[src/rtl/des_key_scheduler_if.sv]
// Controller <-> key scheduler bundle: schedule control inputs and round-key outputs.
interface des_key_scheduler_if;
  logic        des_start;
  logic        count_enable;
  logic        reverse;
  logic [63:0] key_in;
  logic [47:0] subkey;
  logic [3:0]  round_num;
  logic        key_valid;
  logic        key_rollover;

  modport master (
    output des_start, count_enable, reverse, key_in,
    input  subkey, round_num, key_valid, key_rollover
  );

  modport slave (
    input  des_start, count_enable, reverse, key_in,
    output subkey, round_num, key_valid, key_rollover
  );
endinterface

[src/rtl/des_key_scheduler.sv]
// DES round-key generator: PC-1 load, per-round C/D rotation (forward or reverse order), PC-2 output.
module des_key_scheduler (
  input  logic                   clk,
  input  logic                   n_rst,
  des_key_scheduler_if.slave     bus
);

  localparam logic [1:0] ST_IDLE   = 2'd0;
  localparam logic [1:0] ST_ACTIVE = 2'd1;
  localparam logic [1:0] ST_DONE   = 2'd2;

  // FIPS 46-3 tables; entry values use bit 1 = MSB numbering.
  localparam int PC1_TBL [56] = '{
    57, 49, 41, 33, 25, 17,  9,
     1, 58, 50, 42, 34, 26, 18,
    10,  2, 59, 51, 43, 35, 27,
    19, 11,  3, 60, 52, 44, 36,
    63, 55, 47, 39, 31, 23, 15,
     7, 62, 54, 46, 38, 30, 22,
    14,  6, 61, 53, 45, 37, 29,
    21, 13,  5, 28, 20, 12,  4
  };

  localparam int PC2_TBL [48] = '{
    14, 17, 11, 24,  1,  5,
     3, 28, 15,  6, 21, 10,
    23, 19, 12,  4, 26,  8,
    16,  7, 27, 20, 13,  2,
    41, 52, 31, 37, 47, 55,
    30, 40, 51, 45, 33, 48,
    44, 49, 39, 56, 34, 53,
    46, 42, 50, 36, 29, 32
  };

  logic [1:0]  state_q, state_d;
  logic [27:0] c_q, c_d;
  logic [27:0] d_q, d_d;
  logic [4:0]  r_q, r_d;
  logic        mode_q, mode_d;

  logic [55:0] pc1_cd;
  logic [55:0] cd_cur;
  logic [47:0] pc2_out;
  logic [4:0]  r_next;
  logic [4:0]  dec_idx;

  assign cd_cur = {c_q, d_q};

  for (genvar gi = 0; gi < 56; gi++) begin : g_pc1
    assign pc1_cd[55-gi] = bus.key_in[64-PC1_TBL[gi]];
  end

  for (genvar gi = 0; gi < 48; gi++) begin : g_pc2
    assign pc2_out[47-gi] = cd_cur[56-PC2_TBL[gi]];
  end

  // Rounds 1, 2, 9 and 16 shift by one; all others by two.
  function automatic logic shift_is_two(input logic [4:0] idx);
    shift_is_two = !((idx == 5'd1) || (idx == 5'd2) || (idx == 5'd9) || (idx == 5'd16));
  endfunction

  function automatic logic [27:0] rot_left(input logic [27:0] x, input logic two);
    rot_left = two ? {x[25:0], x[27:26]} : {x[26:0], x[27]};
  endfunction

  function automatic logic [27:0] rot_right(input logic [27:0] x, input logic two);
    rot_right = two ? {x[1:0], x[27:2]} : {x[0], x[27:1]};
  endfunction

  assign r_next  = r_q + 5'd1;
  assign dec_idx = 5'd18 - r_next;

  always_comb begin
    state_d = state_q;
    c_d     = c_q;
    d_d     = d_q;
    r_d     = r_q;
    mode_d  = mode_q;
    if (bus.des_start) begin
      state_d = ST_ACTIVE;
      c_d     = pc1_cd[55:28];
      d_d     = pc1_cd[27:0];
      r_d     = 5'd0;
      mode_d  = bus.reverse;
    end else if (bus.count_enable && (state_q == ST_ACTIVE) && (r_q < 5'd16)) begin
      r_d = r_next;
      if (!mode_q) begin
        c_d = rot_left(c_q, shift_is_two(r_next));
        d_d = rot_left(d_q, shift_is_two(r_next));
      end else if (r_next != 5'd1) begin
        // Decrypt walks the encrypt rotations backwards; round 1 uses the unrotated
        // PC-1 value, which equals C16/D16 since the total shift is a full 28.
        c_d = rot_right(c_q, shift_is_two(dec_idx));
        d_d = rot_right(d_q, shift_is_two(dec_idx));
      end
      if (r_next == 5'd16) begin
        state_d = ST_DONE;
      end
    end
  end

  always_ff @(posedge clk or negedge n_rst) begin
    if (!n_rst) begin
      state_q <= ST_IDLE;
      c_q     <= '0;
      d_q     <= '0;
      r_q     <= '0;
      mode_q  <= 1'b0;
    end else begin
      state_q <= state_d;
      c_q     <= c_d;
      d_q     <= d_d;
      r_q     <= r_d;
      mode_q  <= mode_d;
    end
  end

  assign bus.subkey       = pc2_out;
  assign bus.round_num    = r_q[3:0];
  assign bus.key_valid    = (r_q != 5'd0);
  assign bus.key_rollover = (state_q == ST_DONE);

endmodule

[src/flat_wrapper.sv]
// flat-port wrapper written by rule: the top's interface ports become plain ports
module des_key_scheduler_flat 
  (clk, n_rst, bus_des_start, bus_count_enable, bus_reverse, bus_key_in, bus_subkey, bus_round_num, bus_key_valid, bus_key_rollover);
  des_key_scheduler_if bus_i ();
  input  logic clk;
  input  logic n_rst;
  input wire logic [$bits(bus_i.des_start)-1:0] bus_des_start;
  input wire logic [$bits(bus_i.count_enable)-1:0] bus_count_enable;
  input wire logic [$bits(bus_i.reverse)-1:0] bus_reverse;
  input wire logic [$bits(bus_i.key_in)-1:0] bus_key_in;
  output wire logic [$bits(bus_i.subkey)-1:0] bus_subkey;
  output wire logic [$bits(bus_i.round_num)-1:0] bus_round_num;
  output wire logic [$bits(bus_i.key_valid)-1:0] bus_key_valid;
  output wire logic [$bits(bus_i.key_rollover)-1:0] bus_key_rollover;
  assign bus_i.des_start = bus_des_start;
  assign bus_i.count_enable = bus_count_enable;
  assign bus_i.reverse = bus_reverse;
  assign bus_i.key_in = bus_key_in;
  assign bus_subkey = bus_i.subkey;
  assign bus_round_num = bus_i.round_num;
  assign bus_key_valid = bus_i.key_valid;
  assign bus_key_rollover = bus_i.key_rollover;
  des_key_scheduler u_core (.clk(clk), .n_rst(n_rst), .bus(bus_i));
endmodule
[config.mk]
export PLATFORM = sky130hd
export DESIGN_NAME = des_key_scheduler_flat
export DESIGN_NICKNAME = d
export VERILOG_FILES = /design/src/rtl/des_key_scheduler_if.sv /design/src/rtl/des_key_scheduler.sv /design/src/flat_wrapper.sv
export SDC_FILE = /design/constraint.sdc
export NUM_CORES = 1
export LEC_CHECK = 0
export CAP_MARGIN = 15
export CORE_ASPECT_RATIO = 0.8
export CORE_MARGIN = 5
export CORE_UTILIZATION = 40
export CTS_CLUSTER_SIZE = 10
export DETAILED_ROUTE_END_ITERATION = 7
export GPL_ROUTABILITY_DRIVEN = 1
export PLACE_DENSITY = 0.63
export SKIP_LAST_GASP = 1
export SLEW_MARGIN = 20
export SYNTH_ARGS = -nofsm -noshare
export SYNTH_HDL_FRONTEND = slang
export SYNTH_SLANG_ARGS = --single-unit
[constraint.sdc]
create_clock -name clk -period 2.6 [get_ports clk]
set_input_delay 0.52 -clock clk [delete_from_list [all_inputs] [get_ports clk]]
set_output_delay 0.52 -clock clk [all_outputs]
set_load 0.01 [all_outputs]
; ---- Yosys cells after proc, flatten, opt, wreduce, memory -nomap -nowiden
; Cells that the tools add are included.
[totals]
wordCells = 50
output_inout_bits = 54
input_bits = 69
ff_bits = 64
[op_classes]
n_lt_le_gt_ge = 1
add_sub_neg = 2
n_reduce_logical = 13
n_eq_ne = 12
mux = 17
[ops]
columns = op, count
row1 = 28-bit 2-to-1 mux, 12
row2 = "5-bit by 1-bit == test with 1-bit output, second input constant", 2
row3 = "5-bit by 2-bit == test with 1-bit output, second input constant", 2
row4 = "5-bit by 4-bit == test with 1-bit output, second input constant", 2
row5 = "5-bit == test, second input constant", 2
row6 = 5-bit 2-to-1 mux, 2
row7 = 1-bit logical OR, 6
row8 = 2-bit 2-to-1 mux, 3
row9 = "5-bit by 1-bit adder with 5-bit output, second input constant", 1
row10 = "5-bit < comparator, second input constant", 1
row11 = "5-bit by 1-bit inequality test with 1-bit output, second input constant", 1
row12 = 5-bit nonzero test, 1
row13 = "5-bit subtractor, first input constant", 1
row14 = 2-bit AND reduction, 2
row15 = 2-bit nonzero test, 2
row16 = "3-bit inequality test, second input constant", 1
row17 = "2-bit by 1-bit == test with 1-bit output, second input constant", 1
row18 = "2-bit == test, second input constant", 1
row19 = 1-bit logical AND, 2

; ---- Depth between registers and ports, before layout
; Gate-level depths: netlist (run 1).
[depth]
depth_word = 11
mapped_depth = 12
ltp_nobuf = 9

; ---- Worst setup path before layout (run 1)
; Ideal clock, no wire load.
[synth_timing]
kind = register to register
from = register u_core.r_q[0]
to = register u_core.c_q[18]
setup_time_ns = 0.123
n_path_buf = 4
period_less_slack_ns = 2.367
slack_ns = 0.233
stages_incl_launch_ff = 12
t_arrival_ns = 2.244
required_time_ns = 2.477
path_cell_list = dfrtp_1 ha_1 buf_2 buf_4 and4_1 nor3_1 o32ai_1 o21ai_1 buf_2 clkbuf_1 o21a_1 a21oi_1
[synth_between]
elab_chain_cells = 11
word_cells_on_any_way = 28
cone_classes = add/sub (2) / order compare (1) / eq/ne (10) / mux (6) / reduce/logical (9)
[synth_rtl]
columns = element, line_no
row1 = start: declaration, des_key_scheduler.sv:38  ; logic [4:0] r_q, r_d;
row2 = start signal: assignment, des_key_scheduler.sv:113  ; r_q <= r_d;
row3 = 5-bit by 1-bit adder with 5-bit output, des_key_scheduler.sv:70  ; assign r_next = r_q + 5'd1;
row4 = 5-bit subtractor, des_key_scheduler.sv:71  ; assign dec_idx = 5'd18 - r_next;
row5 = 5-bit by 1-bit == test with 1-bit output / 5-bit by 2-bit == test with 1-bit output (equally long branches), des_key_scheduler.sv:59  ; shift_is_two = !((idx == 5'd1) || (idx == 5'd2) || (idx == 5'd9) || (idx == 5'd16));
row6 = 1-bit logical OR (3 in a row), des_key_scheduler.sv:59
row7 = 28-bit 2-to-1 mux, des_key_scheduler.sv:67  ; rot_right = two ? {x[1:0], x[27:2]} : {x[0], x[27:1]};
row8 = 28-bit 2-to-1 mux, des_key_scheduler.sv:90  ; end else if (r_next != 5'd1) begin
row9 = 28-bit 2-to-1 mux, des_key_scheduler.sv:87  ; if (!mode_q) begin
row10 = 28-bit 2-to-1 mux, des_key_scheduler.sv:85  ; end else if (bus.count_enable && (state_q == ST_ACTIVE) && (r_q < 5'd16)) begin
row11 = 28-bit 2-to-1 mux, des_key_scheduler.sv:79  ; if (bus.des_start) begin
row12 = end signal: assignment, des_key_scheduler.sv:105  ; c_q <= '0;
row13 = end signal: assignment, des_key_scheduler.sv:111  ; c_q <= c_d;
row14 = end: declaration, des_key_scheduler.sv:36  ; logic [27:0] c_q, c_d;
; Several ways; a longest one is shown, not always the timed one. The select of a mux whose other input is x is not followed.
; A chain may end at the register's enable or synchronous reset.

; ---- Worst setup path after layout (run 1)
[layout_timing]
from = register u_core.r_q[0]
to = register u_core.c_q[7]
; Same word-level chain as after synthesis.

==> results.tsv, run 1 <==
stage	metric	value	unit
job	max-cap-violations	0	
floorplanning	die_w	148	um
grt	grt-ovfl-total	0	
placed_design	gp_congestion	0.810	
clocking	clk_latency	0.34	ns
clocking	cts_buffers	9	
setup_path	path_depth	10	
min_path	holdCritPathClass	input pin to asynchronous set/reset pin	
power_and_ir_drop	irDropWorstVdd	0.352	mV
synth	synth_nets	725	
finish	area_delta_synth_final	20.7	%
synth	synth-seq-cells	64	
detailed_routing	vias	5321	
sta	setup_viol	0	
synth	synth_cells	651	
grt	grt_max_degree	60	
floorplanning	placeableCoreArea	15000	um^2
placed_design	port_buffers	114	
sta	max-slew-margin-rel	51.8	%
setup_path	cp_max_fo	28	
detailed_routing	first_pass_iters	5	
grt	grt_pass1_vias	5267	
detailed_routing	drt_wl_total	17500	um
synth	seq_area_frac_synth	26.2	%
synth	yosys.area_share.simple	3.07	%
setup_path	crit_slowest_cell	dfrtp_1	
setup_path	critPathTopFamily	flip-flops	
setup_path	cp.arrival	2.65	ns
setup_path	worstSetupStartpointType	register	
detailed_routing	wl_per_cell	19.9	um
sta	fin_skew	0.00781	ns
finish	mostFrequentLayoutCell	mux2i_1	
synth	synth_warnings	0	
detailed_routing	drt_iter0_markers	317	
finish	layout_common_cells	mux2i_1 (168), clkdlybuf4s50_1 (113), dfrtp_1 (63)	
setup_path	cpPeakStageDelay	0.39	ns
setup_path	crit_chain	inv_1 -> ha_1 -> xor2_1 -> xnor2_1 -> o21ai_0 -> nor3_4 -> buf_12 -> mux2i_1 -> o21a_1 -> a21oi_1	
synth	synth-edff-count	0	
synth	synthMuxAreaShare	27.7	%
setup_path	critPathBufInv	2	
floorplanning	start_util	40.7	%
setup_path	cp-startpoint	u_core.r_q[0]$_DFFE_PN0P_	
floorplanning	die_h	121	um
power_and_ir_drop	powerDensity	646	nW/um^2
grt	track_usage	19.6	%
synth	synthArstFlopShare	100	%
finish	drive_gt1_share	7.95	%
setup_path	r2r-start	u_core.r_q[0]$_DFFE_PN0P_	
floorplanning	io_pins	123	
synth	synth_fa_ha_area_share	1.02	%
setup_path	r2r_cells	10	
grt	grt_antenna_before_repair	0	
run_status	status	completed	
floorplanning	die-area	17900	um^2
sta	setup_tns	0	ns
sta	rsz0062_at_grt	no	
power_and_ir_drop	p_total	4.76	mW
clocking	cts.reportedPaths.clkPinSlew	0.06	ns
synth	syn_area_per_cell	9.38	um^2
synth	synth_compound_area_share	27.5	%
placed_design	dpl.hpwl	11000	um
synth	synth_top_area_cell	mux2i_1	
detailed_routing	ant_nets	0	
power_and_ir_drop	leakagePower	2.91	nW
grt	grt_pass1_wl	28600	um
detailed_routing	drc_errors	0	
detailed_routing	vias_per_cell	6.04	
synth	syn-cell-area	6110	um^2
sta	worst_slew_pin_slew	0.723	ns
synth	synth_cell_types	36	
sta	fin_crit_sh	93.0	%
clocking	ctsRootBufferMaster	clkbuf_16	
clocking	cts_sinks	64	
synth	synth_top_family_by_area	multiplexers	
sta	slew_viol_final	0	
finish	fin_util	49.1	%
synth	yosysTopAreaCellShare	27.5	%
sta	hold_violations	0	
synth	ys.flop_type	dfrtp_1	
clocking	htree_levels	3	
sta	min_period	2.42	ns
setup_path	criticalPathCategory	register to register	
finish	nets	761	
setup_path	critPathRequiredTime	2.83	ns
clocking	cts_tree	done	
sta	clock.fmax	413	MHz
synth	synth_area_leaders	mux2i_1 (28%), dfrtp_1 (26%), o22a_1 (8.0%), buf_4 (6.9%), o21a_1 (6.9%)	
synth	synth_xor_area_share	1.29	%
floorplanning	rows	40	
finish	diodes	0	
finish	fillCellCount	1388	
clocking	cts_buffer_depth	2	
setup_path	crit_path_end_kind	register	
metrics by stage:
| step | cell area, um^2 | setup slack [ns] | std cells | hold WS [ns] |
|---|---|---|---|---|
| floorplan | 6110 | 0.233 | 651 | 0.224 |
| global placement | 7100 | 0.200 | 865 | 0.459 |
| detailed placement | 7100 | 0.166 | 865 | 0.462 |
| CTS | 7370 | 0.146 | 881 | 0.0895 |
| global route | 7370 | 0.0489 | 881 | 0.112 |
| finish | 7370 | 0.181 | 881 | 0.0929 |
what timing repair did:
item	4_1_cts	5_1_grt
gates resized for setup	0	1
hold buffers	0	0
setup buffers	0	0
endpoints found under the setup margin	0	35
state kept, by name, indices dropped and copies added, names as in the netlist:
| signal | count |
|---|---|
| u_core.r_q | 5 |
| u_core.c_q | 28 |
| u_core.state_q | 2 |
| u_core.d_q | 28 |
| u_core.mode_q | 1 |
synth_stat cells, types with 3 or more instances:
master and instances:
xnor2_1 6, buf_2 10, o22ai_1 56, nand3_1 6
nor2_1 11, dfrtp_1 64, buf_6 9, nor2b_1 3
mux2i_1 168, inv_1 5, o22a_1 56, buf_4 56
ha_1 5, clkbuf_1 32, o21ai_1 3, o21a_1 56
buf_1 3, a21oi_1 63, o21ai_0 3, buf_12 4
xor2_1 3, nand2_1 10
cells by family after synthesis:
logic type / Yosys count
AO/OA/AOI/OAI: 245
XOR/XNOR: 9
adder cells (fa/ha/maj): 5
buffers and inverters: 120
flip-flops: 64
multiplexers: 169
AND/OR/NAND/NOR: 39
cell type report:
class,count,area (um^2),share of cell area [%]
multi-input cells,467,3760,51.0
clock inverters,6,35.0,0.475
repair buffers,139,1470,20.0
well taps,189,236,3.21
clock buffers,10,239,3.24
flip-flops and latches,64,1600,21.7
inverters,6,22.5,0.305
metal layers:
| metal | share of wire (%) | vias to the layer above | routed length [um] | global-route usage, % |
|---|---|---|---|---|
| li1 | - | 2497 | - | - |
| met1 | 46 | 2636 | 8090 | 27.4 |
| met5 | 0 | - | 0 | 0 |
| met4 | 1.1 | 0 | 188 | 5.37 |
| met3 | 6.4 | 14 | 1120 | 4.80 |
| met2 | 46 | 174 | 8110 | 30.3 |
worst register-to-register path, cell delays in order (launching register included):
cell and delay [ns]:
dfrtp_1 0.39, inv_1 0.11, ha_1 0.28, xor2_1 0.20
xnor2_1 0.16, o21ai_0 0.18, nor3_4 0.25, buf_12 0.27
mux2i_1 0.26, o21a_1 0.14, a21oi_1 0.06
where the power goes:
part | switching [mW] | internal [mW] | leakage, nW
clock | 0.475 | 0.664 | 0.134
combinational | 1.00 | 1.16 | 2.05
sequential | 0.324 | 1.14 | 0.727
total | 1.80 | 2.96 | 2.91
worst paths after layout:
| kind | to | slack, ns |
|---|---|---|
| setup / recovery | u_core.c_q[7]$_DFFE_PN0P_ | 0.18 |
| hold / removal | u_core.d_q[13]$_DFFE_PN0P_ | 0.09 |
| setup reg to reg | u_core.c_q[7]$_DFFE_PN0P_ | 0.18 |
| hold reg to reg | u_core.state_q[0]$_DFFE_PN0P_ | 0.50 |
| max in group asynchronous | u_core.mode_q$_DFFE_PN0P_ | 1.86 |
| min in group clk | u_core.state_q[0]$_DFFE_PN0P_ | 0.50 |
(Power assumes the default switching activity.)
==> inputs of run 2 (changes only) <==
--- a/config.mk
+++ b/config.mk
@@ -18,3 +18,4 @@
 export SYNTH_ARGS = -nofsm -noshare
 export SYNTH_HDL_FRONTEND = slang
 export SYNTH_SLANG_ARGS = --single-unit
+export TNS_END_PERCENT = 50
==> constraint.sdc (replaced) <==
create_clock -name clk -period 2.6 [get_ports clk]
set_input_delay 0.39 -clock clk [delete_from_list [all_inputs] [get_ports clk]]
set_output_delay 0.39 -clock clk [all_outputs]
set_load 0.01 [all_outputs]
==> run 2 against run 1 <==
Against the previous run:
- clock-buffer cell count grew 4
- maximum frequency shrank 3.5%
- wire length grew 3.1%
- setup slack lost 0.087 ns
- sequential power is essentially flat
- clock skew shrank 0.0025 ns
- critical path type unchanged
- critical endpoint is now u_core.d_q[23]$_DFFE_PN0P_
- largest power group unchanged
==> results.tsv, run 2 (synthesis gave the netlist of run 1 again) <==
stage	metric	value	unit	change
clocking	cts_tree	done		unchanged
setup_path	criticalPathCategory	register to register		unchanged
finish	fillCellCount	1373		was 1,388
finish	drive_gt1_share	8.76	%	was 7.95%
setup_path	crit_path_end_kind	register		unchanged
sta	hold_ws	0.265	ns	was 0.0929 ns
setup_path	cp_max_fo	14		was 28
placed_design	port_buffers	114		unchanged
detailed_routing	drt_wl_total	18100	um	was 17,500 um
setup_path	critPathRequiredTime	2.81	ns	was 2.83 ns
detailed_routing	vias_per_cell	6.09		was 6.04
detailed_routing	dr_wl_met2	8610	um	was 8110 um
floorplanning	io_pins	123		unchanged
finish	nets	765		was 761
setup_path	cpPeakStageDelay	0.45	ns	was 0.39 ns
sta	setup_tns	0	ns	unchanged
sta	slew_viol_final	0		unchanged
setup_path	crit_slowest_cell	dfrtp_2		was dfrtp_1
placed_design	dpl.hpwl	11100	um	was 11,000 um
finish	layout_common_cells	mux2i_1 (168), clkdlybuf4s50_1 (113), a21oi_1 (62), dfrtp_1 (62)		was mux2i_1 (168), clkdlybuf4s50_1 (113), dfrtp_1 (63)
floorplanning	die_h	121	um	unchanged
sta	min_period	2.51	ns	was 2.42 ns
grt	grt_pass1_wl	29100	um	was 28,600 um
floorplanning	rows	40		unchanged
setup_path	cp.arrival	2.72	ns	was 2.65 ns
finish	final_cells	885		was 881
detailed_routing	wl_per_cell	20.4	um	was 19.9 um
floorplanning	die-area	17900	um^2	unchanged
detailed_routing	wl_met3	1140	um	was 1120 um
clocking	ctsRootBufferMaster	clkbuf_16		unchanged
floorplanning	placeableCoreArea	15000	um^2	unchanged
sta	hold_violations	0		unchanged
setup_path	critPathTopFamily	buffers and inverters		was flip-flops
clocking	htree_levels	3		unchanged
sta	worst_slew_pin_slew	0.892	ns	was 0.723 ns
detailed_routing	first_pass_iters	7		was 5
power_and_ir_drop	leakagePower	2.97	nW	was 2.91 nW
power_and_ir_drop	powerDensity	670	nW/um^2	was 646 nW/um^2
grt	grt_antenna_before_repair	0		unchanged
setup_path	critPathBufInv	3		was 2
grt	grt-ovfl-total	0		unchanged
placed_design	gp_congestion	0.817		was 0.810
run_status	status	completed		unchanged
grt	grt_pass1_vias	5334		was 5,267
sta	fin_crit_sh	96.4	%	was 93.0%
sta	max-slew-margin-rel	40.5	%	was 51.8%
grt	track_usage	19.8	%	was 19.6%
setup_path	crit_chain	inv_1 -> ha_2 -> xor2_1 -> xnor2_1 -> o21ai_0 -> nor3_4 -> buf_4 -> buf_12 -> mux2i_1 -> o21a_1 -> a21oi_1		was inv_1 -> ha_1 -> xor2_1 -> xnor2_1 -> o21ai_0 -> nor3_4 -> buf_12 -> mux2i_1 -> o21a_1 -> a21oi_1
clocking	cts-hold-fix-buffers	0		unchanged
detailed_routing	drc_errors	0		unchanged
job	max-cap-violations	0		unchanged
grt	grt_max_degree	65		was 60
finish	area_delta_synth_final	22.4	%	was 20.7%
clocking	cts.reportedPaths.clkPinSlew	0.06	ns	about the same
detailed_routing	top_layer_used	met4		unchanged
clocking	cts_sinks	64		unchanged
setup_path	worstSetupStartpointType	register		unchanged
detailed_routing	ant_nets	0		unchanged
detailed_routing	vias	5394		was 5,321
min_path	holdCritPathClass	input pin to asynchronous set/reset pin		unchanged
sta	setup_viol	0		unchanged
floorplanning	die_w	148	um	unchanged
clocking	cts_buffers	9		unchanged
clocking	clk_latency	0.33	ns	was 0.34 ns
power_and_ir_drop	irDropWorstVdd	0.422	mV	was 0.352 mV
finish	mostFrequentLayoutCell	mux2i_1		unchanged
finish	diodes	0		unchanged
detailed_routing	wl_met1	8170	um	was 8090 um
finish	reg.largest.list	u_core.c_q x28, u_core.d_q x28, u_core.r_q x5		unchanged
sta	fin_skew	0.00529	ns	was 0.00781 ns
detailed_routing	drt_iter0_markers	429		was 317
clocking	cts_buffer_depth	2		unchanged
floorplanning	start_util	40.7	%	unchanged
placed_design	place_inst	865		unchanged
sta	clock.fmax	399	MHz	was 413 MHz
## run 2: cell count changes in the layout (fill, tap and decap cells not counted), sizes merged
| cell | delta |
|---|---|
| clkinvlp | -2 |
| clkinv | -3 |
| buf | +2 |
| clkbuf | +6 |
| bufinv | +1 |
## run 2: repair_timing
| action | in CTS | in global routing |
|---|---|---|
| pin swaps | 0 | 1 |
| endpoints found under the setup margin | 2 | 27 |
| gates cloned | 0 | 2 |
| hold endpoints to repair | 0 | 0 |
| setup buffers | 0 | 2 |
| gates resized for setup | 1 | 3 |
## run 2: power breakdown
group / switching [mW] / total [mW] / internal, mW / leakage, nW
Clock: 0.466 / 1.31 / 0.847 / 0.159
Combinational: 1.02 / 2.23 / 1.21 / 2.08
Sequential: 0.332 / 1.47 / 1.14 / 0.726
## run 2: worst paths after layout
kind / slack, ns / cells after the start / start / end
min: 0.27 / 2 / n_rst / u_core.d_q[14]$_DFFE_PN0P_
min in group clk: 0.50 / 2 / u_core.state_q[0]$_DFFE_PN0P_ / u_core.state_q[0]$_DFFE_PN0P_
max: 0.09 / 11 / u_core.r_q[0]$_DFFE_PN0P_ / u_core.d_q[23]$_DFFE_PN0P_
max in group asynchronous: 1.71 / 2 / n_rst / u_core.r_q[0]$_DFFE_PN0P_
max reg2reg: 0.09 / 11 / u_core.r_q[0]$_DFFE_PN0P_ / u_core.d_q[23]$_DFFE_PN0P_
min reg2reg: 0.50 / 2 / u_core.state_q[0]$_DFFE_PN0P_ / u_core.state_q[0]$_DFFE_PN0P_
## run 2: per-layer routing
layer / global-route usage (%) / vias to the layer above
met3: 3.86 / 12
met5: 0 / -
met2: 31.9 / 185
li1: - / 2512
met4: 4.27 / 0
met1: 27.5 / 2685
## run 2: per-stage QoR
stage	setup slack [ns]	util, %	power, mW	cell area [um^2]
floorplan	0.233	-	3.08	6110
global placement	0.122	47.2	3.58	7080
detailed placement	0.0360	47.2	3.63	7080
CTS	0.0707	49.3	4.96	7400
global route	-0.0105	49.8	5.29	7480
finish	0.0938	49.8	5.01	7480
## run 2: final cells by class
class | count | area (um^2) | share of cell area (%)
clock buffers | 14 | 284 | 3.80
clock inverters | 2 | 35.0 | 0.468
inverters | 6 | 22.5 | 0.301
multi-input cells | 467 | 3770 | 50.4
flip-flops and latches | 64 | 1600 | 21.4
well taps | 189 | 236 | 3.16
repair buffers | 143 | 1530 | 20.4
==> inputs of run 3 (changes only) <==
--- a/config.mk
+++ b/config.mk
@@ -6,13 +6,16 @@
 export NUM_CORES = 1
 export LEC_CHECK = 0
 export CAP_MARGIN = 15
+export CELL_PAD_IN_SITES_DETAIL_PLACEMENT = 1
+export CELL_PAD_IN_SITES_GLOBAL_PLACEMENT = 1
 export CORE_ASPECT_RATIO = 0.8
 export CORE_MARGIN = 5
-export CORE_UTILIZATION = 40
+export CORE_UTILIZATION = 36
 export CTS_CLUSTER_SIZE = 10
 export DETAILED_ROUTE_END_ITERATION = 7
 export GPL_ROUTABILITY_DRIVEN = 1
-export PLACE_DENSITY = 0.63
+export MAX_ROUTING_LAYER = met4
+export PLACE_DENSITY = 0.75
 export SKIP_LAST_GASP = 1
 export SLEW_MARGIN = 20
 export SYNTH_ARGS = -nofsm -noshare
==> constraint.sdc (replaced) <==
create_clock -name clk -period 2.3 [get_ports clk]
set_input_delay 0.345 -clock clk [delete_from_list [all_inputs] [get_ports clk]]
set_output_delay 0.345 -clock clk [all_outputs]
set_load 0.01 [all_outputs]
==> run 3 against run 2 <==
Against the previous run:
- the run now ends with negative hold slack, negative setup slack left
- flip-flop and latch count unchanged
- power increased by 27%
- die area rose by 10%
- cell count rose by 8.5%
- largest cell class unchanged
- largest power group unchanged
==> results.tsv, run 3 (synthesis gave the netlist of run 1 again) <==
stage	metric	value	unit	change
run_status	status	finished with violations		was completed
run_status	violations	negative hold slack, negative setup slack		
sta	setup_viol	55		was 0
power_and_ir_drop	seqPwrFrac	26.7	%	was 29.3%
power_and_ir_drop	comb_power_share	52.4	%	was 44.5%
power_and_ir_drop	switching_share	39.2	%	was 36.4%
sta	clock.fmax	412	MHz	was 399 MHz
setup_path	worstSetupStartpointType	register		unchanged
floorplanning	io_pins	123		unchanged
sta	fin_crit_sh	106	%	was 96.4%
floorplanning	die-area	19700	um^2	was 17,900 um^2
finish	reg.largest.list	u_core.c_q x28, u_core.d_q x28, u_core.r_q x5		unchanged
detailed_routing	drc_errors	0		unchanged
finish	nets	809		was 765
sta	hold_ws	-0.00954	ns	was 0.265 ns
finish	final_cells	960		was 885
sta	fin_skew	0.0122	ns	was 0.00529 ns
power_and_ir_drop	powerDensity	740	nW/um^2	was 670 nW/um^2
sta	setup_tns	-2.64	ns	was 0 ns
setup_path	cp_max_fo	8		was 14
floorplanning	start_util	36.8	%	was 40.7%
power_and_ir_drop	cellInternalPower	3.86	mW	was 3.19 mW
job	max-cap-violations	0		unchanged
sta	layout_setup_ws	-0.130	ns	was 0.0938 ns
grt	grt-ovfl-total	0		unchanged
grt	grt_pass1_wl	34000	um	was 29,100 um
sta	min_period	2.43	ns	was 2.51 ns
floorplanning	die_w	156	um	was 148 um
detailed_routing	drt_wl_total	24300	um	was 18,100 um
detailed_routing	wl_per_cell	25.3	um	was 20.4 um
setup_path	crit_slowest_cell	dfrtp_1		was dfrtp_2
setup_path	crit_path_end_kind	register		unchanged
power_and_ir_drop	irDropWorstVdd	0.360	mV	was 0.422 mV
clocking	cts_sinks	64		unchanged
floorplanning	die_h	127	um	was 121 um
power_and_ir_drop	p_sw	2.49	mW	was 1.82 mW
clocking	cts_tree	done		unchanged
sta	max-slew-margin-rel	65.7	%	was 40.5%
finish	drive_gt1_share	20.8	%	was 8.76%
finish	area_delta_synth_final	40.5	%	was 22.4%
placed_design	dpl.hpwl	12600	um	was 11,100 um
finish	mostFrequentLayoutCell	mux2i_1		unchanged
setup_path	crit_chain	buf_6 -> inv_1 -> ha_4 -> nor2b_4 -> nor4_4 -> nor3_4 -> buf_12 -> buf_16 -> mux2i_1 -> o21a_1 -> a21oi_1		was inv_1 -> ha_2 -> xor2_1 -> xnor2_1 -> o21ai_0 -> nor3_4 -> buf_4 -> buf_12 -> mux2i_1 -> o21a_1 -> a21oi_1
clocking	cts_buffer_depth	2		unchanged
detailed_routing	vias_per_cell	6.11		was 6.09
detailed_routing	drt_iter0_markers	457		was 429
sta	rsz0062_at_grt	yes		
setup_path	criticalPathCategory	register to register		unchanged
placed_design	gp_congestion	0.802		was 0.817
sta	worst_slew_pin_slew	0.514	ns	was 0.892 ns
power_and_ir_drop	clock_power_share	20.9	%	was 26.2%
clocking	clk_latency	0.36	ns	was 0.33 ns
grt	grt_pass1_vias	6006		was 5,334
setup_path	cpPeakStageDelay	0.39	ns	was 0.45 ns
power_and_ir_drop	leakagePower	3.37	nW	was 2.97 nW
floorplanning	placeableCoreArea	16600	um^2	was 15,000 um^2
min_path	holdCritPathClass	input pin to asynchronous set/reset pin		unchanged
setup_path	critPathRequiredTime	2.56	ns	was 2.81 ns
clocking	cts_buffers	9		unchanged
clocking	cts.reportedPaths.clkPinSlew	0.07	ns	was 0.06 ns
floorplanning	rows	42		was 40
grt	grt_max_degree	65		unchanged
finish	layout_common_cells	mux2i_1 (157), clkdlybuf4s50_1 (113), dfrtp_1 (62)		was mux2i_1 (168), clkdlybuf4s50_1 (113), a21oi_1 (62), dfrtp_1 (62)
sta	hold_violations	2		was 0
placed_design	pre_cts_ws	-0.164	ns	was 0.0360 ns
placed_design	port_buffers	114		unchanged
detailed_routing	vias	5870		was 5,394
grt	grt_antenna_before_repair	0		unchanged
grt	track_usage	22.0	%	was 19.8%
placed_design	place_inst	908		was 865
clocking	ctsRootBufferMaster	clkbuf_16		unchanged
sta	slew_viol_final	0		unchanged
clocking	htree_levels	3		unchanged
setup_path	cp.arrival	2.69	ns	was 2.72 ns
finish	diodes	0		unchanged
detailed_routing	first_pass_iters	5		was 7
detailed_routing	ant_nets	0		unchanged
## run 3: changes by cell type in the layout (fill, tap and decap cells not counted), moves of 5 or more
| cell | delta |
|---|---|
| a21oi_1 | -17 |
| a21oi_2 | +16 |
| buf_16 | +5 |
| buf_4 | +7 |
| buf_6 | +14 |
| clkbuf_16 | +12 |
| mux2i_1 | -11 |
| mux2i_2 | +8 |
## run 3: what timing repair did
item / in CTS / in global routing
hold buffers: 0 / 0
pin swaps: 10 / 23
gates cloned: 6 / 17
setup buffers: 10 / 8
setup endpoints to repair: 56 / 56
gates resized for setup: 34 / 56
## run 3: critical path, delay by kind of cell (launching register included)
kind            cells  cell delay [ns]
simple gates        3             0.55
compound gates      2             0.42
mux                 1             0.12
fa+ha+maj           1             0.24
flops               1             0.39
buf+inv             4             0.62
## run 3: cell type report
cell class | instances | area, um^2
Clock buffer | 10 | 239
Clock inverter | 6 | 35.0
Fill cell | 1798 | 8020
Sequential cell | 64 | 1600
Inverter | 6 | 22.5
Tap cell | 220 | 275
Multi-Input combinational cell | 467 | 4110
Timing Repair Buffer | 187 | 2300
## run 3: power groups by stage
stage	Clock, mW	Sequential [mW]	Combinational (mW)
after floorplan	0	1.54	1.94
after global placement	0	1.65	2.44
after detailed placement	0	1.67	2.51
after CTS	1.32	1.65	2.84
after global routing	1.39	1.73	3.50
final	1.33	1.69	3.33
## run 3: per-stage QoR
step	area, um^2	hold slack [ns]	power, mW	utilization (%)
floorplan	6120	0.0494	3.49	-
global placement	7250	0.400	4.09	43.7
detailed placement	7250	0.404	4.18	43.7
CTS	7940	0.0356	5.81	47.8
global route	8580	0.0372	6.62	51.7
finish	8580	-0.00954	6.35	51.7
## run 3: worst paths after layout
kind / end / depth (start not counted) / slack, ns / startpoint
worst max-delay path: u_core.d_q[25]$_DFFE_PN0P_ / 11 / -0.13 / u_core.r_q[1]$_DFFE_PN0P_
worst min-delay path: u_core.c_q[13]$_DFFE_PN0P_ / 2 / -0.01 / n_rst
worst max register to register: u_core.d_q[25]$_DFFE_PN0P_ / 11 / -0.13 / u_core.r_q[1]$_DFFE_PN0P_
worst min register to register: u_core.state_q[0]$_DFFE_PN0P_ / 2 / 0.52 / u_core.state_q[0]$_DFFE_PN0P_
max in group asynchronous: u_core.mode_q$_DFFE_PN0P_ / 2 / 1.92 / n_rst
min in group clk: u_core.state_q[0]$_DFFE_PN0P_ / 2 / 0.52 / u_core.state_q[0]$_DFFE_PN0P_
## run 3: layer usage
metal | track usage (%) | routed length [um] | part of all wire [%]
met4 | 5.66 | 485 | 2.0
met1 | 28.9 | 10700 | 44
met5 | - | 0 | 0
met3 | 3.71 | 1470 | 6.0
met2 | 35.3 | 11700 | 48
